File: config.mk
export PLATFORM = sky130hd
export DESIGN_NAME = store_buffer
export DESIGN_NICKNAME = d
export VERILOG_FILES = /design/src/rtl/store_buffer.sv
export SDC_FILE = /design/constraint.sdc
export NUM_CORES = 1
export LEC_CHECK = 0
export ABC_CLOCK_PERIOD_IN_PS = 16900
export CAP_MARGIN = 10
export CELL_PAD_IN_SITES_DETAIL_PLACEMENT = 0
export CELL_PAD_IN_SITES_GLOBAL_PLACEMENT = 1
export CORE_UTILIZATION = 32
export DETAILED_ROUTE_END_ITERATION = 16
export PLACE_DENSITY = 0.68
export SYNTH_ARGS = -nofsm -noshare
export SYNTH_HDL_FRONTEND = slang
export SYNTH_SLANG_ARGS = --single-unit
File: constraint.sdc
create_clock -name clock -period 16.9 [get_ports clock]
set_input_delay 1.69 -clock clock [delete_from_list [all_inputs] [get_ports clock]]
set_output_delay 1.69 -clock clock [all_outputs]
set_load 0.01 [all_outputs]
File: src/rtl/store_buffer.sv
// In-order store queue between MEM and DataMemory: accepts committed stores,
// drains them whenever the memory port is free, and forwards pending data to loads.
module store_buffer #(
  parameter int DEPTH = 4
) (
  input  logic        clock,
  input  logic        resetN,
  input  logic        storeValid,
  input  logic [31:0] storeAddress,
  input  logic [31:0] storeData,
  input  logic [31:0] storeProgramCounter,
  output logic        storeReady,
  input  logic        loadValid,
  input  logic [31:0] loadAddress,
  output logic        loadHit,
  output logic [31:0] loadData,
  input  logic        memPortBusy,
  output logic        memWriteEnabled,
  output logic [31:0] memAddress,
  output logic [31:0] memDataWrite,
  output logic [31:0] memProgramCounter,
  output logic        empty
);
  localparam int PW = $clog2(DEPTH);
  localparam logic [PW:0] FULL_CNT = (PW+1)'(DEPTH);

  typedef struct packed {
    logic [29:0] addr;
    logic [31:0] data;
    logic [31:0] pc;
  } entry_t;

  entry_t            ent [DEPTH];
  logic [PW-1:0]     head, tail;
  logic [PW:0]       count;
  logic              full, enq, drain;

  assign full       = (count == FULL_CNT);
  assign empty      = (count == '0);
  assign storeReady = !full;
  assign enq        = storeValid && storeReady;
  assign drain      = !empty && !memPortBusy;

  assign memWriteEnabled   = drain;
  assign memAddress        = {ent[head].addr, 2'b00};
  assign memDataWrite      = ent[head].data;
  assign memProgramCounter = ent[head].pc;

  always_ff @(posedge clock or negedge resetN) begin
    if (!resetN) begin
      head  <= '0;
      tail  <= '0;
      count <= '0;
      for (int i = 0; i < DEPTH; i++) ent[i] <= '0;
    end else begin
      if (enq) begin
        ent[tail] <= '{addr: storeAddress[31:2], data: storeData, pc: storeProgramCounter};
        tail      <= tail + 1'b1;
      end
      if (drain) head <= head + 1'b1;
      case ({enq, drain})
        2'b10:   count <= count + 1'b1;
        2'b01:   count <= count - 1'b1;
        default: count <= count;
      endcase
    end
  end

  // Per-slot age relative to head; a slot is live when its age is below count.
  logic [DEPTH-1:0][PW-1:0] slot_age;
  logic [DEPTH-1:0]         slot_match;

  for (genvar i = 0; i < DEPTH; i++) begin : g_slot
    assign slot_age[i]   = PW'(i) - head;
    assign slot_match[i] = ({1'b0, slot_age[i]} < count) &&
                           (ent[i].addr == loadAddress[31:2]);
  end

  logic          any_hit;
  logic [PW-1:0] best_age;
  logic [31:0]   best_data;

  always_comb begin
    any_hit   = 1'b0;
    best_age  = '0;
    best_data = '0;
    for (int i = 0; i < DEPTH; i++) begin
      if (slot_match[i] && (!any_hit || slot_age[i] > best_age)) begin
        any_hit   = 1'b1;
        best_age  = slot_age[i];
        best_data = ent[i].data;
      end
    end
  end

  assign loadHit  = loadValid && any_hit;
  assign loadData = loadHit ? best_data : '0;

endmodule

==> summary.txt <==
Synthesis
  – Post-Synthesis Cells: around 1,400
  – Primary FF master, synth: dfrtp_1
  – Synth top cells by count: 383 x dfrtp_1, 376 x mux2_2, 112 x xnor2_1, 94 x mux4_2, 47 x buf_2
  – Count leader, synth: dfrtp_1
  – Mapped cell area: ~20,000 sq um
  – Cell variety after synth: 47
  – Dominant cell type by area after synthesis: dfrtp_1
  – Synthesis-stage register bit count: around 380
  – Synth Warn #: 0
  – Yosys top cell area share: 0.490
  – Mapped Avg Cell Area: between 10 and 15 sq um
  – Sequential area share after synthesis: 0.490
  – Synth area leaders: dfrtp_1 49%, mux2_2 22%, mux4_2 11%
  – Number of synthesized flops with an enable pin: 0
  – Asr flop ratio synth: 1.00

Die
  – Core Box Area: slightly above 60,000 sq um
  – Height of the die: ~250 um
  – Row count: 90
  – Die W: around 250 um
  – Initial Util: 0.324
  – Die Area: approximately 62,000 sq um
  – IO Pins: around 270

CTS
  – H-tree Lvls: 2
  – CTS tree: built
  – Clk root buf: clkbuf_16
  – Hold-fix buffers, CTS: 0
  – PostCTS Resize Cnt: 0
  – Total CTS buffers: 46
  – Clock Tree Buf Depth: 3
  – Post-CTS Setup Bufs: 0
  – Clock tree sinks: approximately 380
  – Worst-Skew Late Latency: around 0.58 ns
  – Worst-path clk slew: approximately 0.060 ns

Critical path
  – Crit-path cells: clkdlybuf4s50_1 -> xnor2_1 -> nand4_1 -> nor4_2 -> nand3_1 -> buf_4 -> and3_1 -> a31oi_1 -> ha_1 -> a21oi_1 -> a21oi_1 -> a21oi_4 -> buf_4 -> nor2_1 -> mux2_1 -> ha_1 -> nor2b_1 -> o21ai_0 -> inv_1 -> a211oi_4 -> buf_4 -> a32o_1 -> clkdlybuf4s50_1
  – Delay-heaviest family, CP: buffers and inverters
  – Worst Path Buf+Inv: 6
  – Required time worst endpoint: 15.21 ns
  – Max FO, Critical Path: 65
  – Crit Path Class: in -> out
  – CP Launch Type: primary input
  – Crit path largest cell delay: around 0.70 ns
  – CP most frequent cell: buf_4
  – Critical Path End Type: output port
  – Crit path arrival time: between 8 and 9 ns
  – Critical Path Slowest Stage Cell: a211oi_4

Placement
  – Cell Area, Placed: 22,700 sq um
  – RePlAce Congestion: ~0.83
  – DP Worst Slack: just over 6 ns
  – IO buf count: between 200 and 300
  – Hpwl dp: between 30,000 and 40,000 um

Run
  – MaxCap Viol Count: 0

Detailed routing
  – Drc violations: 0
  – Avg WL per Cell: ~24 um
  – Initial drt markers: 713
  – DRT Pass-1 Iters: 5
  – Final wirelength: approximately 56,000 um
  – Remaining antenna violation count after routing: 0
  – Vias per cell: between 5 and 6
  – Routed vias: between 10,000 and 15,000

Power and ir drop
  – Tot Pwr: approximately 5.0 mW
  – Maximum vdd drop: 0.0000809 V
  – Pwr/cell area: ~210 nW/um^2
  – Leak Pwr: between 9 and 10 nW

STA
  – FMAX: around 94 MHz
  – Setup repair after global routing missed its margin: no
  – Fin. max-slew vios: 0
  – Hold WS: 0.497 ns
  – Post-route setup slack: 6.25 ns
  – Fin crit share: 0.630
  – TNS Setup: 0 ns
  – Hold Fails Final Rpt: 0
  – Slew margin rel.: 0.241
  – Final min period: approximately 11 ns
  – Final Skew: 0.0160 ns
  – Worst-margin pin slew: around 1.1 ns
  – Final setup violation count: 0

GRT
  – Gr ovfl total: 0
  – First-pass GRT wire length: about 87,000 um
  – Initial antenna violation count: 4
  – Vias in the first global route: 13,817
  – Largest net degree at the start of global routing: 105
  – GRT Overall Usage: 0.183

Worst hold path
  – Worst min path class: reg -> reg

Cells and area
  – Layout Nets: ~1,700
  – Share of cells above drive strength 1: 0.373
  – Area of the multi-input gates: approximately 9000 sq um
  – Fin area: approximately 24,000 sq um
  – Sequential cell area: 9590 sq um
  – Fillers: 5,640
  – Area Growth Syn to Fin: 24.0%

Run status
  – Status: finished, final reports clean
[stage by stage]
stage / util / cells
6_report: 0.402 / 2394
5_1_grt: 0.402 / 2394
4_1_cts: 0.402 / 2393
3_5_place_dp: 0.377 / 2313
3_3_place_gp: 0.377 / 2313
2_1_floorplan: - / 1371
[cells by family (layout without fill, tap and decap cells)]
group / count (synthesis) / after routing / share of synthesized area
adder cells (fa/ha/maj): 15 / 15 / 0.00997
AND/OR/NAND/NOR: 126 / 126 / 0.0372
multiplexers: 475 / 475 / 0.327
flip-flops: 383 / 383 / 0.490
other: 1 / 3 / 0.000192
AO/OA/AOI/OAI: 83 / 83 / 0.0403
XOR/XNOR: 125 / 125 / 0.0567
buffers and inverters: 162 / 402 / 0.0387
[worst paths after layout]
| check | from | endpoint | slack, ns | cells past startpoint |
|---|---|---|---|---|
| setup / recovery | loadAddress[8] | loadData[2] | 6.25 | 23 |
| hold / removal | ent[105] | ent[105] | 0.50 | 1 |
| setup reg to reg | count[1] | ent[121] | 13.44 | 6 |
| hold reg to reg | ent[105] | ent[105] | 0.50 | 1 |
| max in group asynchronous | resetN | ent[113] | 13.20 | 3 |
| min in group asynchronous | resetN | ent[159] | 1.12 | 1 |
[routing by layer]
metal	routed length, um	GRT usage	up-vias	part of all wire
met5	34	0	-	0.00060
li1	-	-	5527	-
met3	3190	0.0379	87	0.057
met1	24700	0.240	6557	0.44
met2	27200	0.302	330	0.48
met4	1230	0.0575	6	0.022
[flip-flops by register name, summed over array words and instances (netlist names)]
| name | flops |
|---|---|
| head | 2 |
| count | 3 |
| tail | 2 |
| ent | 376 |
[area by class of cell]
cell class                 count  area share
multi-input combinational    826       0.382
inverter                      47     0.00727
clock buffer                  63      0.0542
antenna                        1    0.000103
clock inverter                17     0.00877
timing repair buffer         275       0.112
sequential                   383       0.395
tap                          782      0.0403
[cells in the final DEF (no fill, tap or decap), types with 3 or more instances in the layout]
master	netlist	routed
a21oi_1	4	4
a32o_1	12	12
a32o_2	20	20
and3_1	3	3
buf_4	7	17
bufinv_16	0	4
clkbuf_1	41	8
clkbuf_16	0	47
clkbuf_8	0	8
clkdlybuf4s50_1	0	257
clkinv_2	0	9
dfrtp_1	383	381
ha_1	14	14
inv_1	46	46
mux2_2	376	376
mux2i_1	3	3
mux4_2	94	94
nand2_1	9	5
nand2_4	0	4
nand3_1	39	39
nand4_1	25	25
nor2_1	3	3
nor3_1	5	5
nor4_1	3	3
o221ai_1	32	32
or3_1	32	32
xnor2_1	112	112
xor2_1	11	11
[power by group]
part           switching (mW)  total [mW]  leakage [nW]  internal [mW]
Combinational           0.908        2.27          4.44           1.36
Sequential              0.374        1.77          4.54           1.40
Clock                   0.397        1.00         0.752          0.604
Total                    1.68        5.04          9.73           3.36
Power figures use the tool's default switching activity.
